==> config.mk <==
export PLATFORM = sky130hd
export DESIGN_NAME = lc_dco_tune_ctrl
export DESIGN_NICKNAME = d
export VERILOG_FILES = /design/src/rtl/lc_dco_tune_ctrl.sv
export SDC_FILE = /design/constraint.sdc
export NUM_CORES = 1
export LEC_CHECK = 0
export CORE_ASPECT_RATIO = 1.1
export CORE_UTILIZATION = 55
export DETAILED_ROUTE_END_ITERATION = 7
export PLACE_DENSITY_LB_ADDON = 0.1
export SETUP_SLACK_MARGIN = 0.4
export SYNTH_ARGS = -nofsm -noshare
export SYNTH_HDL_FRONTEND = slang
export SYNTH_SLANG_ARGS = --single-unit
==> constraint.sdc <==
create_clock -name clk -period 12.2 [get_ports clk]
set_input_delay 3.05 -clock clk [delete_from_list [all_inputs] [get_ports clk]]
set_output_delay 3.05 -clock clk [all_outputs]
set_load 0.02 [all_outputs]
==> src/rtl/lc_dco_tune_ctrl.sv <==
`default_nettype none
// ============================================================================
//  Module   : lc_dco_tune_ctrl
//  Purpose  : Tuning-word controller for the LC DCO switched-capacitor bank.
//             Three modes: static code, timed linear sweep, and SAR
//             binary-search calibration against an external edge counter.
//             Runs entirely in the reference-clock domain.
//  Revision : 1.0  initial release
// ============================================================================
module lc_dco_tune_ctrl #(
  parameter int SW_WIDTH    = 8,
  parameter int DWELL_WIDTH = 16,
  parameter int CNT_WIDTH   = 16
) (
  input  logic                   clk,
  input  logic                   rst,
  input  logic [1:0]             mode,
  input  logic                   start,
  input  logic                   abort,
  input  logic [SW_WIDTH-1:0]    static_code,
  input  logic [SW_WIDTH-1:0]    sweep_start,
  input  logic [SW_WIDTH-1:0]    sweep_stop,
  input  logic [SW_WIDTH-1:0]    sweep_step,
  input  logic [DWELL_WIDTH-1:0] dwell,
  input  logic [CNT_WIDTH-1:0]   target_count,
  input  logic [CNT_WIDTH-1:0]   meas_count,
  input  logic                   meas_valid,
  output logic                   meas_req,
  output logic [SW_WIDTH-1:0]    sw,
  output logic                   busy,
  output logic                   done,
  output logic                   locked,
  output logic [SW_WIDTH-1:0]    cal_code
);

  localparam logic [1:0] MODE_STATIC = 2'd0;
  localparam logic [1:0] MODE_SWEEP  = 2'd1;
  localparam logic [1:0] MODE_CAL    = 2'd2;

  localparam logic [SW_WIDTH-1:0]    SW_ONE    = {{(SW_WIDTH-1){1'b0}}, 1'b1};
  localparam logic [SW_WIDTH-1:0]    SW_MSB    = {1'b1, {(SW_WIDTH-1){1'b0}}};
  localparam logic [DWELL_WIDTH-1:0] DWELL_ONE = {{(DWELL_WIDTH-1){1'b0}}, 1'b1};

  typedef enum logic [2:0] {
    IDLE     = 3'd0,
    SWEEP    = 3'd1,
    CAL_SET  = 3'd2,
    CAL_WAIT = 3'd3,
    FINISH   = 3'd4
  } state_t;

  state_t state;

  // Configuration captured at start so later input changes have no effect
  logic [SW_WIDTH-1:0]    cfg_stop;
  logic [SW_WIDTH-1:0]    cfg_step;
  logic [DWELL_WIDTH-1:0] cfg_dwell;
  logic [CNT_WIDTH-1:0]   cfg_target;
  logic                   cal_run;

  // Sweep dwell counter and SAR working registers
  logic [DWELL_WIDTH-1:0] dwell_cnt;
  logic [SW_WIDTH-1:0]    trial;
  logic [SW_WIDTH-1:0]    work;

  logic [SW_WIDTH:0]      sweep_next;
  logic                   sweep_end;
  logic                   dwell_expired;
  logic                   keep_bit;
  logic [SW_WIDTH-1:0]    work_next;
  logic [SW_WIDTH-1:0]    step_eff;
  logic [DWELL_WIDTH-1:0] dwell_eff;

  // Zero step / zero dwell behave as one
  assign step_eff  = (sweep_step == '0) ? SW_ONE : sweep_step;
  assign dwell_eff = (dwell == '0) ? DWELL_ONE : dwell;

  // Next sweep code carries one extra bit so wrap-around is detectable
  assign sweep_next    = {1'b0, sw} + {1'b0, cfg_step};
  assign sweep_end     = sweep_next[SW_WIDTH] || (sweep_next[SW_WIDTH-1:0] > cfg_stop);
  assign dwell_expired = (dwell_cnt == (cfg_dwell - DWELL_ONE));

  // Too many DCO edges means the frequency is still high: keep the bit
  // (more capacitance lowers frequency)
  assign keep_bit  = (meas_count > cfg_target);
  assign work_next = keep_bit ? (work | trial) : work;

  // Controller FSM with registered outputs
  always_ff @(posedge clk) begin
    if (rst) begin
      state      <= IDLE;
      sw         <= '0;
      cal_code   <= '0;
      meas_req   <= 1'b0;
      busy       <= 1'b0;
      done       <= 1'b0;
      locked     <= 1'b0;
      cfg_stop   <= '0;
      cfg_step   <= '0;
      cfg_dwell  <= '0;
      cfg_target <= '0;
      cal_run    <= 1'b0;
      dwell_cnt  <= '0;
      trial      <= '0;
      work       <= '0;
    end else if (abort && (state != IDLE)) begin
      // Abort wins over dwell expiry and measurement results; sw is frozen
      state    <= IDLE;
      busy     <= 1'b0;
      done     <= 1'b0;
      meas_req <= 1'b0;
    end else begin
      case (state)
        IDLE: begin
          done     <= 1'b0;
          meas_req <= 1'b0;
          busy     <= 1'b0;
          if (start && (mode == MODE_SWEEP)) begin
            state     <= SWEEP;
            busy      <= 1'b1;
            sw        <= sweep_start;
            cfg_stop  <= sweep_stop;
            cfg_step  <= step_eff;
            cfg_dwell <= dwell_eff;
            cal_run   <= 1'b0;
            dwell_cnt <= '0;
          end else if (start && (mode == MODE_CAL)) begin
            state      <= CAL_SET;
            busy       <= 1'b1;
            cfg_target <= target_count;
            cal_run    <= 1'b1;
            trial      <= SW_MSB;
            work       <= '0;
            locked     <= 1'b0;
          end else if (mode == MODE_STATIC) begin
            sw <= static_code;
          end
        end

        SWEEP: begin
          if (dwell_expired) begin
            if (sweep_end) begin
              state <= FINISH;
              done  <= 1'b1;
            end else begin
              sw        <= sweep_next[SW_WIDTH-1:0];
              dwell_cnt <= '0;
            end
          end else begin
            dwell_cnt <= dwell_cnt + DWELL_ONE;
          end
        end

        CAL_SET: begin
          sw       <= work | trial;
          meas_req <= 1'b1;
          state    <= CAL_WAIT;
        end

        CAL_WAIT: begin
          meas_req <= 1'b0;
          if (meas_valid) begin
            work <= work_next;
            if (trial[0]) begin
              state <= FINISH;
              done  <= 1'b1;
            end else begin
              trial <= trial >> 1;
              state <= CAL_SET;
            end
          end
        end

        FINISH: begin
          done  <= 1'b0;
          busy  <= 1'b0;
          state <= IDLE;
          if (cal_run) begin
            sw       <= work;
            cal_code <= work;
            locked   <= 1'b1;
          end
        end

        default: begin
          state    <= IDLE;
          busy     <= 1'b0;
          done     <= 1'b0;
          meas_req <= 1'b0;
        end
      endcase
    end
  end

endmodule
`default_nettype wire

==> run metrics <==
die width between 100 and 150 um; Worst Tran Pin Value between 0.8 and 0.9 ns; setup bufs post-CTS 0; Placer Congestion 0.8902; Layout Nets 950; Post-Syn Area per Cell 7.907 um^2; root buffer cell clkbuf_16; adder-cell area share of the yosys netlist 7.602%; RSZ-0062 raised after global routing no; WP data arrival about 5.7 ns; Starting DRT DRC Count around 350; top-area cell type share of the netlist area around 36%; Yosys cell types 57; Crit-path slowest cell clkdlybuf4s50_1; fmax 183.4 MHz; Leak approximately 2.7 nW; main combinational cell family by area after synthesis simple AND/OR/NAND/NOR gates; dpl hpwl 11290 um; max incr delay on CP 0.48 ns; clock latency on the worst-skew pair about 0.35 ns; VDD IR max between 0.06 and 0.07 mV; port buffer count roughly 110; Worst path top cell family by delay simple AND/OR/NAND/NOR gates; Yosys top cell by area dfxtp_1; Ys Warns 0; worst setup margin between 6 and 7 ns; Sink Count around 100; first-pass GRT wire length 24410 um; row count 39; Final Max Tran Viols 0; ys async rst share 0%; total global routing overflow 0; Fin Setup TNS 0 ns; pin count of the biggest net entering global routing 86; EDFF count, synth 0; clk buf depth 2; Critical Path RT between 10 and 15 ns; Routed Antenna Nets 0; largest cells by area after synthesis dfxtp_1, nand2_1, ha_1; Worst Clk Skew slightly above 0.01 ns; share of cells above drive strength 1 approximately 4.6%; CP Max Fanout 34; CTS Buf Count 9; Vias/cell roughly 5.9; number of synthesized register bits 104; DR WL/cell 15.54 um; clock-pin slew on the worst setup and hold paths roughly 0.07 ns; Final Hold Fails 0; # DRC 0; status finished, final reports clean; Post-Synth XOR/XNOR Area under 10%; post-synthesis simple-gate area fraction 22.76%; post-synthesis sequential area ratio a little over a third; Net Count, Synth approximately 860; max_slew headroom between 40% and 50%; initial antenna violation count 0; final WL 15160 um; core area 10390 um^2; Die Ht 110.3 um; CTS tree yes; count leader, synth nand2_1; type of origin of the critical path input port; most instantiated cells after synthesis nand2_1, dfxtp_1, a21oi_1, nor2_1, o21ai_0; # diodes 0; CP cell instances clkdlybuf4s50_1 > inv_1 > nor2_1 > nand3_1 > buf_4 > o21ai_0 > nand2_1 > or3_1 > or4_1 > a21oi_1; # hold bufs at CTS 0; Initial Util about 56%; post-layout min period about 5.5 ns; GRT Total Usage between 20% and 30%; Pwr Density approximately 110 nW/um^2; critical path capture point type flop; die area approximately 11000 um^2; vias in the first global route approximately 5300; synthesis-to-layout area growth 24.86%; drt first pass iters 5; # IOs about 110; worst setup path class input port to flop; post-synthesis compound-gate area fraction about 22%; Syn Std Cell Area roughly 5900 um^2; mux share of post-synthesis cell area under 10%; Max Cap Viol 0; Mapped Cells 741; htree depth 3; pre-CTS WS approximately 6.4 ns; Tcrit/Tclk final 44.69%; predominant post-synthesis flop cell dfxtp_1; via count 5752; worst min-delay path class flop to flop; count of final setup violators 0; Buf+Inv Stages, Crit Path 3; Post-CTS Resized 0
-- final timing paths --
kind / from / slack [ns] / to / depth (start not counted)
worst min register to register: cfg_target[10]$_SDFFE_PP0P_ / 0.46 / cfg_target[10]$_SDFFE_PP0P_ / 2
worst max-delay path: mode[0] / 6.75 / dwell_cnt[14]$_SDFFE_PP0P_ / 10
worst min-delay path: cfg_target[10]$_SDFFE_PP0P_ / 0.46 / cfg_target[10]$_SDFFE_PP0P_ / 2
worst max register to register: sw[1]$_SDFFE_PP0P_ / 7.91 / dwell_cnt[11]$_SDFFE_PP0P_ / 16
-- placed cells by master, fill, tap and decap left out, drive strengths merged, types with 3 or more instances in the layout --
cell / Yosys / routed
nand2: 119 / 119
clkdlybuf4s50: 0 / 105
dfxtp: 104 / 104
a21oi: 84 / 84
nor2: 46 / 46
o21ai: 36 / 36
inv: 34 / 35
ha: 34 / 34
nor3: 24 / 24
xnor2: 16 / 16
mux2i: 15 / 15
nand4: 15 / 15
or4: 14 / 14
nand3: 13 / 13
xor2: 12 / 12
o21a: 12 / 12
nor4: 12 / 12
nor2b: 10 / 10
a21o: 9 / 9
a22o: 9 / 9
a22oi: 9 / 9
clkbuf: 30 / 9
and3: 8 / 8
buf: 7 / 8
o31ai: 7 / 7
or3: 6 / 6
a221oi: 6 / 6
a211oi: 5 / 5
o211ai: 5 / 5
a31oi: 4 / 4
nor3b: 4 / 4
or2: 3 / 3
o22ai: 3 / 3
o2111ai: 3 / 3
mux2: 3 / 3
clkinvlp: 0 / 3
-- worst min-delay path, cell delays in order, from the launching register on --
cell and delay, ns:
dfxtp_1 0.31, nand2_1 0.05, a21oi_1 0.05
-- area by class of cell --
class / count / area, um^2
Tap cell: 143 / 178.9
Multi-Input combinational cell: 566 / 3512
Clock buffer: 9 / 225.2
Clock inverter: 7 / 81.33
Sequential cell: 104 / 2082
Timing Repair Buffer: 113 / 1109
Inverter: 34 / 127.6
Fill cell: 849 / 3078
-- flip-flops by register name (all words and copies together) (netlist names) --
register	flops
busy	1
cal_code	8
cal_run	1
cfg_dwell	16
cfg_step	8
cfg_stop	8
cfg_target	16
done	1
dwell_cnt	16
locked	1
meas_req	1
state	3
sw	8
trial	8
work	8
-- report_power, final --
| group | leakage [nW] | internal [mW] | switching [mW] |
|---|---|---|---|
| clock network | 0.140 | 0.161 | 0.134 |
| logic | 1.70 | 0.0828 | 0.0897 |
| registers | 0.843 | 0.350 | 0.0123 |
| total | 2.68 | 0.594 | 0.236 |
-- per-layer routing --
metal / GRT usage, % / wire [um] / vias to the layer above / share of wire, %
met3: 5.170 / 874 / 25 / 5.8
met2: 48.63 / 7434 / 179 / 49
met1: 34.08 / 6539 / 2712 / 43
met5: 0 / 0 / - / 0
li1: - / - / 2836 / -
met4: 9.524 / 316 / 0 / 2.1
-- kinds of logic after synthesis --
family                   Yosys count
adder cells (fa/ha/maj)           35
AND/OR/NAND/NOR                  279
flip-flops                       104
AO/OA/AOI/OAI                    206
buffers and inverters             71
XOR/XNOR                          28
multiplexers                      18
-- stage by stage --
step / instances / power (mW) / util [%] / hold slack, ns / instance area (um^2)
after floorplan: 741 / 0.4709 / - / 0.4363 / 5859
after global placement: 960 / 0.5338 / 67.44 / 0.4380 / 7009
after detailed placement: 960 / 0.5394 / 67.44 / 0.4467 / 7009
after CTS: 976 / 0.8325 / 70.39 / 0.4562 / 7316
after global routing: 976 / 0.8694 / 70.39 / 0.4681 / 7316
final: 976 / 0.8297 / 70.39 / 0.4552 / 7316
Power figures use the tool's default switching activity.
